--- config.mk ---
export PLATFORM = sky130hd
export DESIGN_NAME = ps2_key_decoder_flat
export DESIGN_NICKNAME = d
export VERILOG_FILES = /design/src/rtl/ps2_key_decoder_if.sv /design/src/rtl/ps2_key_decoder.sv /design/src/flat_wrapper.sv
export SDC_FILE = /design/constraint.sdc
export NUM_CORES = 1
export LEC_CHECK = 0
export CAP_MARGIN = 20
export CORE_ASPECT_RATIO = 1.5
export CORE_MARGIN = 10
export CORE_UTILIZATION = 55
export CTS_BUF_LIST = sky130_fd_sc_hd__clkbuf_4
export DETAILED_ROUTE_END_ITERATION = 8
export DONT_BUFFER_PORTS = 1
export MAX_ROUTING_LAYER = met4
export PLACE_DENSITY_LB_ADDON = 0.3
export SYNTH_ARGS = -nofsm -noshare
export SYNTH_HDL_FRONTEND = slang
export SYNTH_SLANG_ARGS = --single-unit
--- constraint.sdc ---
create_clock -name iCLK -period 3.1 [get_ports iCLK]
set_input_delay 0.465 -clock iCLK [delete_from_list [all_inputs] [get_ports iCLK]]
set_output_delay 0.465 -clock iCLK [all_outputs]
set_load 0.01 [all_outputs]
--- src/rtl/ps2_key_decoder_if.sv ---
// Key-decoder bus: raw receiver byte strobe in, buffered calculator tokens out.
// The master side is the producer/consumer pair; the slave side is the decoder.
interface ps2_key_decoder_if;
  logic       iREADY_n;
  logic [7:0] iBYTE;
  logic       iKEY_POP;
  logic       oKEY_VALID;
  logic [3:0] oKEY_CODE;
  logic       oKEY_EXT;
  logic       oHELD;
  logic       oOVF;

  modport master (
    output iREADY_n, iBYTE, iKEY_POP,
    input  oKEY_VALID, oKEY_CODE, oKEY_EXT, oHELD, oOVF
  );

  modport slave (
    input  iREADY_n, iBYTE, iKEY_POP,
    output oKEY_VALID, oKEY_CODE, oKEY_EXT, oHELD, oOVF
  );
endinterface

--- src/rtl/ps2_key_decoder.sv ---
// PS/2 scancode stream to calculator key tokens: handles E0/F0 prefixes,
// suppresses typematic repeats and queues tokens in a small registered-head FIFO.
module ps2_key_decoder #(
  parameter int FIFO_DEPTH      = 4,
  parameter int PREFIX_TIMEOUT  = 50000,
  parameter int SUPPRESS_REPEAT = 1
) (
  input  logic               iCLK,
  input  logic               iRST_n,
  ps2_key_decoder_if.slave   bus
);

  localparam int PW   = $clog2(FIFO_DEPTH);
  localparam int CNTW = PW + 1;
  localparam int TW   = $clog2(PREFIX_TIMEOUT + 1);

  typedef enum logic [1:0] {IDLE, EXT, BRK, EXT_BRK} state_t;

  // Returns {hit, token}; only Enter and '/' are shared by plain and E0 codes.
  function automatic logic [4:0] map_token(input logic [7:0] code, input logic ext);
    logic [4:0] r;
    r = 5'h00;
    unique case (code)
      8'h70, 8'h45: r = {!ext, 4'h0};
      8'h69, 8'h16: r = {!ext, 4'h1};
      8'h72, 8'h1E: r = {!ext, 4'h2};
      8'h7A, 8'h26: r = {!ext, 4'h3};
      8'h6B, 8'h25: r = {!ext, 4'h4};
      8'h73, 8'h2E: r = {!ext, 4'h5};
      8'h74, 8'h36: r = {!ext, 4'h6};
      8'h6C, 8'h3D: r = {!ext, 4'h7};
      8'h75, 8'h3E: r = {!ext, 4'h8};
      8'h7D, 8'h46: r = {!ext, 4'h9};
      8'h79:        r = {!ext, 4'hA};
      8'h7B:        r = {!ext, 4'hB};
      8'h7C:        r = {!ext, 4'hC};
      8'h4A:        r = {1'b1, 4'hD};
      8'h5A:        r = {1'b1, 4'hE};
      8'h29:        r = {!ext, 4'hF};
      default:      r = 5'h00;
    endcase
    return r;
  endfunction

  // ---- stage p0: falling-edge detect on the receiver strobe ----
  logic       rdy_q;
  logic       accept_p0;
  logic [7:0] byte_p0;

  always_ff @(posedge iCLK or negedge iRST_n) begin
    if (!iRST_n) rdy_q <= 1'b1;
    else         rdy_q <= bus.iREADY_n;
  end

  assign accept_p0 = rdy_q && !bus.iREADY_n;
  assign byte_p0   = bus.iBYTE;

  // ---- stage p0: prefix FSM and timeout ----
  state_t        state, state_nxt;
  logic [TW-1:0] tmo_cnt;
  logic          timeout;
  logic          make_ev, brk_ev, ev_ext;

  assign timeout = (state != IDLE) && (tmo_cnt == TW'(PREFIX_TIMEOUT - 1));

  always_ff @(posedge iCLK or negedge iRST_n) begin
    if (!iRST_n) state <= IDLE;
    else         state <= state_nxt;
  end

  always_ff @(posedge iCLK or negedge iRST_n) begin
    if (!iRST_n)                           tmo_cnt <= '0;
    else if (state == IDLE || accept_p0)   tmo_cnt <= '0;
    else if (!timeout)                     tmo_cnt <= tmo_cnt + TW'(1);
  end

  always_comb begin
    state_nxt = state;
    if (accept_p0) begin
      unique case (state)
        IDLE: begin
          if (byte_p0 == 8'hE0)      state_nxt = EXT;
          else if (byte_p0 == 8'hF0) state_nxt = BRK;
        end
        EXT: begin
          if (byte_p0 == 8'hF0)      state_nxt = EXT_BRK;
          else if (byte_p0 != 8'hE0) state_nxt = IDLE;
        end
        BRK, EXT_BRK: state_nxt = IDLE;
        default:      state_nxt = IDLE;
      endcase
    end else if (timeout) begin
      state_nxt = IDLE;
    end
  end

  always_comb begin
    make_ev = 1'b0;
    brk_ev  = 1'b0;
    ev_ext  = 1'b0;
    unique case (state)
      IDLE:    make_ev = accept_p0 && byte_p0 != 8'hE0 && byte_p0 != 8'hF0;
      EXT: begin
        make_ev = accept_p0 && byte_p0 != 8'hE0 && byte_p0 != 8'hF0;
        ev_ext  = 1'b1;
      end
      BRK:     brk_ev = accept_p0;
      EXT_BRK: begin
        brk_ev = accept_p0;
        ev_ext = 1'b1;
      end
      default: ;
    endcase
  end

  // ---- stage p0: token mapping and held-key tracking ----
  logic [8:0] key_p0;
  logic [4:0] tok_p0;
  logic       repeat_p0;
  logic       push_req;
  logic       held_vld;
  logic [8:0] held_key;

  assign key_p0    = {ev_ext, byte_p0};
  assign tok_p0    = map_token(byte_p0, ev_ext);
  assign repeat_p0 = (SUPPRESS_REPEAT != 0) && held_vld && (held_key == key_p0);
  assign push_req  = make_ev && tok_p0[4] && !repeat_p0;

  always_ff @(posedge iCLK or negedge iRST_n) begin
    if (!iRST_n) begin
      held_vld <= 1'b0;
      held_key <= '0;
    end else if (push_req) begin
      held_vld <= 1'b1;
      held_key <= key_p0;
    end else if (brk_ev && held_vld && held_key == key_p0) begin
      held_vld <= 1'b0;
    end
  end

  // ---- stage p1: token FIFO with registered head ----
  logic [4:0]      mem [FIFO_DEPTH];
  logic [PW-1:0]   wr_ptr, rd_ptr, rd_nxt;
  logic [CNTW-1:0] count, count_nxt;
  logic            pop_do, push_do, full;
  logic [4:0]      push_data, head_nxt;
  logic            vld_p1;
  logic [3:0]      code_p1;
  logic            ext_p1;
  logic            ovf_q;

  assign full      = (count == CNTW'(FIFO_DEPTH));
  assign pop_do    = bus.iKEY_POP && (count != '0);
  assign push_do   = push_req && (!full || pop_do);
  assign push_data = {tok_p0[3:0], ev_ext};
  assign rd_nxt    = pop_do ? rd_ptr + PW'(1) : rd_ptr;

  always_comb begin
    count_nxt = count;
    if (push_do && !pop_do)      count_nxt = count + CNTW'(1);
    else if (!push_do && pop_do) count_nxt = count - CNTW'(1);
  end

  // The new entry is the head only when the queue is empty after this cycle's pop.
  assign head_nxt = (push_do && wr_ptr == rd_nxt) ? push_data : mem[rd_nxt];

  always_ff @(posedge iCLK) begin
    if (push_do) mem[wr_ptr] <= push_data;
  end

  always_ff @(posedge iCLK or negedge iRST_n) begin
    if (!iRST_n) begin
      wr_ptr  <= '0;
      rd_ptr  <= '0;
      count   <= '0;
      vld_p1  <= 1'b0;
      code_p1 <= '0;
      ext_p1  <= 1'b0;
      ovf_q   <= 1'b0;
    end else begin
      if (push_do) wr_ptr <= wr_ptr + PW'(1);
      rd_ptr <= rd_nxt;
      count  <= count_nxt;
      vld_p1 <= (count_nxt != '0);
      if (count_nxt != '0) begin
        code_p1 <= head_nxt[4:1];
        ext_p1  <= head_nxt[0];
      end else begin
        code_p1 <= '0;
        ext_p1  <= 1'b0;
      end
      if (push_req && full && !pop_do) ovf_q <= 1'b1;
    end
  end

  assign bus.oKEY_VALID = vld_p1;
  assign bus.oKEY_CODE  = code_p1;
  assign bus.oKEY_EXT   = ext_p1;
  assign bus.oHELD      = held_vld;
  assign bus.oOVF       = ovf_q;

endmodule

--- src/flat_wrapper.sv ---
// flat-port wrapper written by rule: the top's interface ports become plain ports
module ps2_key_decoder_flat 
#(
  parameter int FIFO_DEPTH      = 4,
  parameter int PREFIX_TIMEOUT  = 50000,
  parameter int SUPPRESS_REPEAT = 1
)
  (iCLK, iRST_n, bus_iREADY_n, bus_iBYTE, bus_iKEY_POP, bus_oKEY_VALID, bus_oKEY_CODE, bus_oKEY_EXT, bus_oHELD, bus_oOVF);
  ps2_key_decoder_if bus_i ();
  input  logic iCLK;
  input  logic iRST_n;
  input wire logic [$bits(bus_i.iREADY_n)-1:0] bus_iREADY_n;
  input wire logic [$bits(bus_i.iBYTE)-1:0] bus_iBYTE;
  input wire logic [$bits(bus_i.iKEY_POP)-1:0] bus_iKEY_POP;
  output wire logic [$bits(bus_i.oKEY_VALID)-1:0] bus_oKEY_VALID;
  output wire logic [$bits(bus_i.oKEY_CODE)-1:0] bus_oKEY_CODE;
  output wire logic [$bits(bus_i.oKEY_EXT)-1:0] bus_oKEY_EXT;
  output wire logic [$bits(bus_i.oHELD)-1:0] bus_oHELD;
  output wire logic [$bits(bus_i.oOVF)-1:0] bus_oOVF;
  assign bus_i.iREADY_n = bus_iREADY_n;
  assign bus_i.iBYTE = bus_iBYTE;
  assign bus_i.iKEY_POP = bus_iKEY_POP;
  assign bus_oKEY_VALID = bus_i.oKEY_VALID;
  assign bus_oKEY_CODE = bus_i.oKEY_CODE;
  assign bus_oKEY_EXT = bus_i.oKEY_EXT;
  assign bus_oHELD = bus_i.oHELD;
  assign bus_oOVF = bus_i.oOVF;
  ps2_key_decoder #(.FIFO_DEPTH(FIFO_DEPTH), .PREFIX_TIMEOUT(PREFIX_TIMEOUT), .SUPPRESS_REPEAT(SUPPRESS_REPEAT)) u_core (.iCLK(iCLK), .iRST_n(iRST_n), .bus(bus_i));
endmodule
### Yosys cells after proc, flatten, opt, wreduce, memory -nomap -nowiden

Memory sizes are Yosys's and may differ from the RTL's.
Index checks and enable logic that the tools add are counted.

| storage, ports and cells | value |
|---|---|
| memory bits (writable) | 20 |
| bits of input ports | 12 |
| logic and storage cells | 125 |
| output and inout port bits | 8 |
| memories | 1 |
| flip-flop bits (word level) | 43 |

Memories:

| memory | depth | bits a word | read ports | clocked after Yosys merged registers in | wr ports | line | RTL |
|---|---|---|---|---|---|---|---|
| u_core.mem | 4 | 5 | 1 | 0 | 1 | ps2_key_decoder.sv:142 | `logic [4:0] mem [FIFO_DEPTH];` |

| operators by class | value |
|---|---|
| reduce and logical (&&, ||, !) cells | 44 |
| equal/unequal tests | 40 |
| add/subtract/negate cells | 5 |
| multiplexer cells | 23 |

Operators by type and width:

| operator | number |
|---|---|
| $eq 8x7->1 const B | 17 |
| $pmux 5 s16 | 1 |
| $eq 8x6->1 const B | 7 |
| $mux 16 | 2 |
| $reduce_or 2->1 | 13 |
| $add 16x1->16 const B | 1 |
| $eq 16x16->1 const B | 1 |
| $eq 8x5->1 const B | 2 |
| $eq 8x8->1 const B | 2 |
| $logic_and 1x1->1 | 16 |
| $ne 8x8->1 const B | 2 |
| $mux 2 | 7 |
| $eq 9x9->1 | 1 |
| $mux 1 | 8 |
| $ne 4x4->1 const B | 2 |
| $logic_not 1->1 | 6 |
| $mux 3 | 2 |
| $pmux 2 s3 | 1 |
| $reduce_bool 2->1 | 3 |
| $reduce_bool 3->1 | 2 |
| $mux 5 | 1 |
| $add 2x1->2 const B | 2 |
| $eq 2x2->1 const B | 2 |
| $mux 4 | 1 |
| 9 further kinds | 10 |

### Depth between registers and ports, before layout

| logic depth | value |
|---|---|
| depth in word-level cells | 14 |
| mapped depth | 10 |
| mapped depth without buffers | 9 |

### Least setup slack after synthesis

OpenSTA, ideal clock, no wires.

| timing path | value |
|---|---|
| kind | input port to flip-flop |
| start | in bus_iBYTE[4] |
| end | reg u_core.code_p1[2], in the netlist u_core.bus.oKEY_CODE[2] |
| setup slack | 0.503 ns |
| data arrival time | 2.451 ns |
| library setup time | 0.146 ns |
| path buffers | 1 |
| stages | 10 |
| data required time | 2.954 ns |
| path through | buf_6 > or4b_4 > nor3_2 > nor3_1 > o311a_1 > nand4_4 > nand2_4 > nor4_4 > mux2i_1 > a21oi_1 |

| on the way | value |
|---|---|
| longest elaborated chain between the ends | 13 |

Ends and longest elaborated chain:

| element | line | RTL |
|---|---|---|
| start: declaration | flat_wrapper.sv:13 | `input wire logic [$bits(bus_i.iBYTE)-1:0] bus_iBYTE;` |
| branches (longest 12 deep; another with $pmux 5 s16) | n/a |  |
| $mux 4 * | ps2_key_decoder.sv:185 | `if (count_nxt != '0) begin` |
| end signal: assignment | ps2_key_decoder.sv:186 | `code_p1 <= head_nxt[4:1];` |
| end: declaration | ps2_key_decoder.sv:148 | `logic [3:0] code_p1;` |

Mark *: on every way between the ends.
A chain may end at the register's enable or synchronous reset.

### Worst setup path in the final report

| timing path | value |
|---|---|
| start | reg u_core.count[0] |
| end | reg u_core.code_p1[1], in the netlist u_core.bus.oKEY_CODE[1] |

| on the way | value |
|---|---|
| longest elaborated chain between the ends | 10 |

Ends and longest elaborated chain:

| element | line | RTL |
|---|---|---|
| start: declaration | ps2_key_decoder.sv:144 | `logic [CNTW-1:0] count, count_nxt;` |
| start signal: assignment | ps2_key_decoder.sv:183 | `count <= count_nxt;` |
| $eq 3x3->1 or $reduce_bool 3->1 (tied branches) | ps2_key_decoder.sv:152, ps2_key_decoder.sv:153 |  |
| $logic_not 1->1 or $logic_and 1x1->1 (tied branches) | ps2_key_decoder.sv:154, ps2_key_decoder.sv:153 |  |
| $logic_or 1x1->1 | ps2_key_decoder.sv:154 | `assign push_do = push_req && (!full \|\| pop_do);` |
| $logic_and 1x1->1 | ps2_key_decoder.sv:154 |  |
| $logic_not 1->1 | ps2_key_decoder.sv:161 | `else if (!push_do && pop_do) count_nxt = count - CNTW'(1);` |
| $logic_and 1x1->1 | ps2_key_decoder.sv:161 |  |
| $mux 3 | ps2_key_decoder.sv:161 |  |
| $mux 3 | ps2_key_decoder.sv:160 | `if (push_do && !pop_do) count_nxt = count + CNTW'(1);` |
| $reduce_bool 3->1 | ps2_key_decoder.sv:185 |  |
| $mux 4 * | ps2_key_decoder.sv:185 |  |

Every way passes the cells marked *; elsewhere a longest branch is shown, timed or not.

==> metrics.md <==
| Metric | Value |
|---|---|
| Status | `completed` |
| Fin worst setup slack | `0.449 ns` |
| M3 GR Usage | `0.0367` |
| Ys Warns | `0` |
| Commonest non-fill, non-tap cells in the layout | `dfrtp_1, nor2_1, nand2_1, edfxtp_1, a21oi_1` |
| Most used cell, CP | `inv_1` |
| Core area | `0.00613 mm^2` |
| Async SR Flop Fraction | `0.683` |
| # nets final | `346` |
| Largest net degree at the start of global routing | `44` |
| Final min period | `2.65 ns` |
| Final Hold Viols | `0` |
| Critical Path RT | `3.33 ns` |
| Max clock buf depth | `2` |
| Routability cong. | `0.922` |
| Clk root buf | `clkbuf_4` |
| Initial antenna violation count | `0` |
| Layout Cells excl Fill | `405` |
| CTS Buf Count | `9` |
| Port Buffer Count | `0` |
| Area Overhead vs Synth | `5.69%` |
| Cell Area, Synth | `0.00348 mm^2` |
| Die X-Extent | `84.9 um` |
| Post-route clock period utilization | `0.855` |
| First-pass GRT wire length | `12.2 mm` |
| Met2 Use GR | `0.243` |
| Postcts setup bufs | `0` |
| Slew Viols, Final | `0` |
| Clk slew on worst S/H paths | `roughly 0.10 ns` |
| Row Count | `35` |
| Overflow left after global routing | `0` |
| Post-synthesis register bit count | `63` |
| Die Height | `117 um` |
| Synth cell types | `57` |
| Htree depth | `3` |
| CP Launch Type | `register` |
| Die area | `0.00997 mm^2` |
| Final Power | `2310 uW` |
| DRC | `0` |
| Sequential share of the synthesized area | `0.483` |
| GR Util met1 | `0.170` |
| Pre-CTS setup slack | `between 0.1 and 0.15 ns` |
| CP Buf/Inv Count | `2` |
| I/O Pins | `20` |
| Worst skew pair latency | `0.40 ns` |
| Syn Area/Cell | `between 10 and 15 um^2` |
| Gr usage total | `0.150` |
| Clk sinks | `63` |
| Nature of the critical path endpoint | `register` |
| Vias in the first global route | `2489` |
| CP Class | `reg -> reg` |
| PD cells | `629 mW/mm^2` |
| RSZ-0062 raised after global routing | `false` |
| Number of fill cells | `534` |
| TritonCTS clock tree | `built` |
| Starting density of the core | `0.567` |
| Hpwl dp | `between 5 and 6 mm` |
| Worst slew pin tran | `0.877 ns` |
| Final Setup Violations | `0` |
| Inst Count DP | `387` |
| CP Data Arrival Time | `2.88 ns` |
| Via density per instance | `6.20` |
| Top Usage Layer GRT | `met2` |
| Antenna-violating nets left | `0` |
| Largest stage delay on the critical path | `0.79 ns` |
| Hold Path Class | `in -> reg` |
| Share of layout cells above drive strength 1 | `0.142` |
| Number of DRC markers in iteration 0 | `181` |
| DRT Pass-1 Iters | `4` |
| FMAX | `377 MHz` |
| WL/cell | `around 18 um` |
| Max-cap viol count | `0` |
| Commonest non-fill, non-tap cell in the layout | `dfrtp_1` |
| CP max-delay cell | `o311ai_1` |
| Fin util | `0.599` |
| VDD IR-drop max | `around 0.00022 V` |
| Vias | `2510` |
| Synthesized Nets | `345` |
| Inserted Diodes | `0` |
| Syn Inst Count | `approximately 330` |
| Synth Flop Type | `dfrtp_1` |
| Delay-heaviest family, CP | `compound AO/OA/AOI/OAI gates` |
| Max FO, Critical Path | `6` |
| EDFF count, synth | `20` |
| Clk_skew | `approximately 0.022 ns` |
| Setup_tns | `0 ns` |
| CP Cell Sequence | `inv_1, ha_1, inv_1, o21ai_0, nand4_1, o311ai_1, a21oi_1` |
| Relative slew slack | `0.406` |
| Routed WL | `7.13 mm` |
| Leak Pwr | `about 0.0015 uW` |
routing by layer:
layer / up-vias / routed length (um)
met2: 84 / 3690
met5: - / 0
met4: 0 / 175
li1: 1188 / -
met1: 1222 / 2840
met3: 16 / 421
per-stage QoR:
step	hold WS, ns	instance area [um^2]
CTS	0.0316	3670
detailed placement	0.171	3520
finish	0.0612	3670
global route	0.0302	3670
global placement	0.171	3520
floorplan	0.169	3480
where the power goes:
part	leakage (uW)	total, uW	switching, uW	internal [uW]
clock	0.0000714	478	289	189
combinational	0.000649	721	384	337
sequential	0.000742	1110	119	992
total	0.00146	2310	792	1520
logic make-up after synthesis:
logic type	share of synthesized area
buffers and inverters	0.0364
adders and majority gates	0.0288
and+or+nand+nor	0.225
AOI/OAI and AO/OA	0.0943
muxes	0.0724
DFF	0.483
xor gates and xnor gates	0.0605
cell type report:
class,instances,area (um^2),share of cell area
multi-input cells,233,1680,0.457
well taps,74,92.6,0.0252
repair buffers,5,60.1,0.0163
inverters,14,52.6,0.0143
clock buffers,12,90.1,0.0245
flip-flops and latches,63,1680,0.457
clock inverters,4,21.3,0.00579
sequential cells by signal, indices dropped and copies added (netlist names), 2 cells and up:
register / count
u_core.count: 3
u_core.rd_ptr: 2
u_core.held_key: 9
u_core.tmo_cnt: 16
u_core.state: 2
u_core.bus.oKEY_CODE: 4
u_core.mem: 20
u_core.wr_ptr: 2
worst register-to-register path: stages, from the launching register on:
cell      delay (ns)
dfrtp_1         0.43
inv_1           0.13
ha_1            0.22
inv_1           0.06
o21ai_0         0.39
nand4_1         0.25
o311ai_1        0.79
a21oi_1         0.21
what timing repair did:
action | 4_1_cts | 5_1_grt
hold buffers | 2 | 0
endpoints found under the setup margin | 0 | 2
hold endpoints to repair | 43 | 0
gates resized for setup | 0 | 1
Yosys cell counts (all sizes together), types with 3 or more instances:
| cell type | count | area [um^2] |
|---|---|---|
| nand2b | 6 | 37.5 |
| nor2b | 6 | 37.5 |
| mux2i | 6 | 60.1 |
| nor3 | 9 | 50.1 |
| a21oi | 17 | 85.1 |
| a31oi | 3 | 18.8 |
| o21ai | 16 | 80.1 |
| dfrtp | 42 | 1050 |
| o31ai | 3 | 22.5 |
| nand3 | 9 | 45.0 |
| inv | 14 | 52.6 |
| ha | 8 | 100 |
| mux2 | 7 | 78.8 |
| edfxtp | 20 | 601 |
| and3 | 4 | 25.0 |
| xnor2 | 9 | 78.8 |
| xor2 | 15 | 131 |
| nor4 | 10 | 90.1 |
| nand4 | 9 | 71.3 |
| nor2 | 24 | 97.6 |
| buf | 9 | 51.3 |
| nand2 | 22 | 90.1 |
| or3 | 12 | 75.1 |
| mux4 | 5 | 113 |
| clkbuf | 6 | 22.5 |
| or4 | 3 | 22.5 |
path summary, 6_finish.rpt:
path,start,to,slack (ns),cells past startpoint
setup / recovery,u_core.count[0],u_core.bus.oKEY_CODE[1],0.45,7
hold / removal,bus_iREADY_n,u_core.rdy_q,0.06,0
setup reg to reg,u_core.count[0],u_core.bus.oKEY_CODE[1],0.45,7
hold reg to reg,u_core.held_key[6],u_core.held_key[6],0.52,2
max in group asynchronous,iRST_n,u_core.rdy_q,2.26,2
min in group asynchronous,iRST_n,u_core.bus.oKEY_EXT,0.56,2
(Power assumes the default switching activity.)
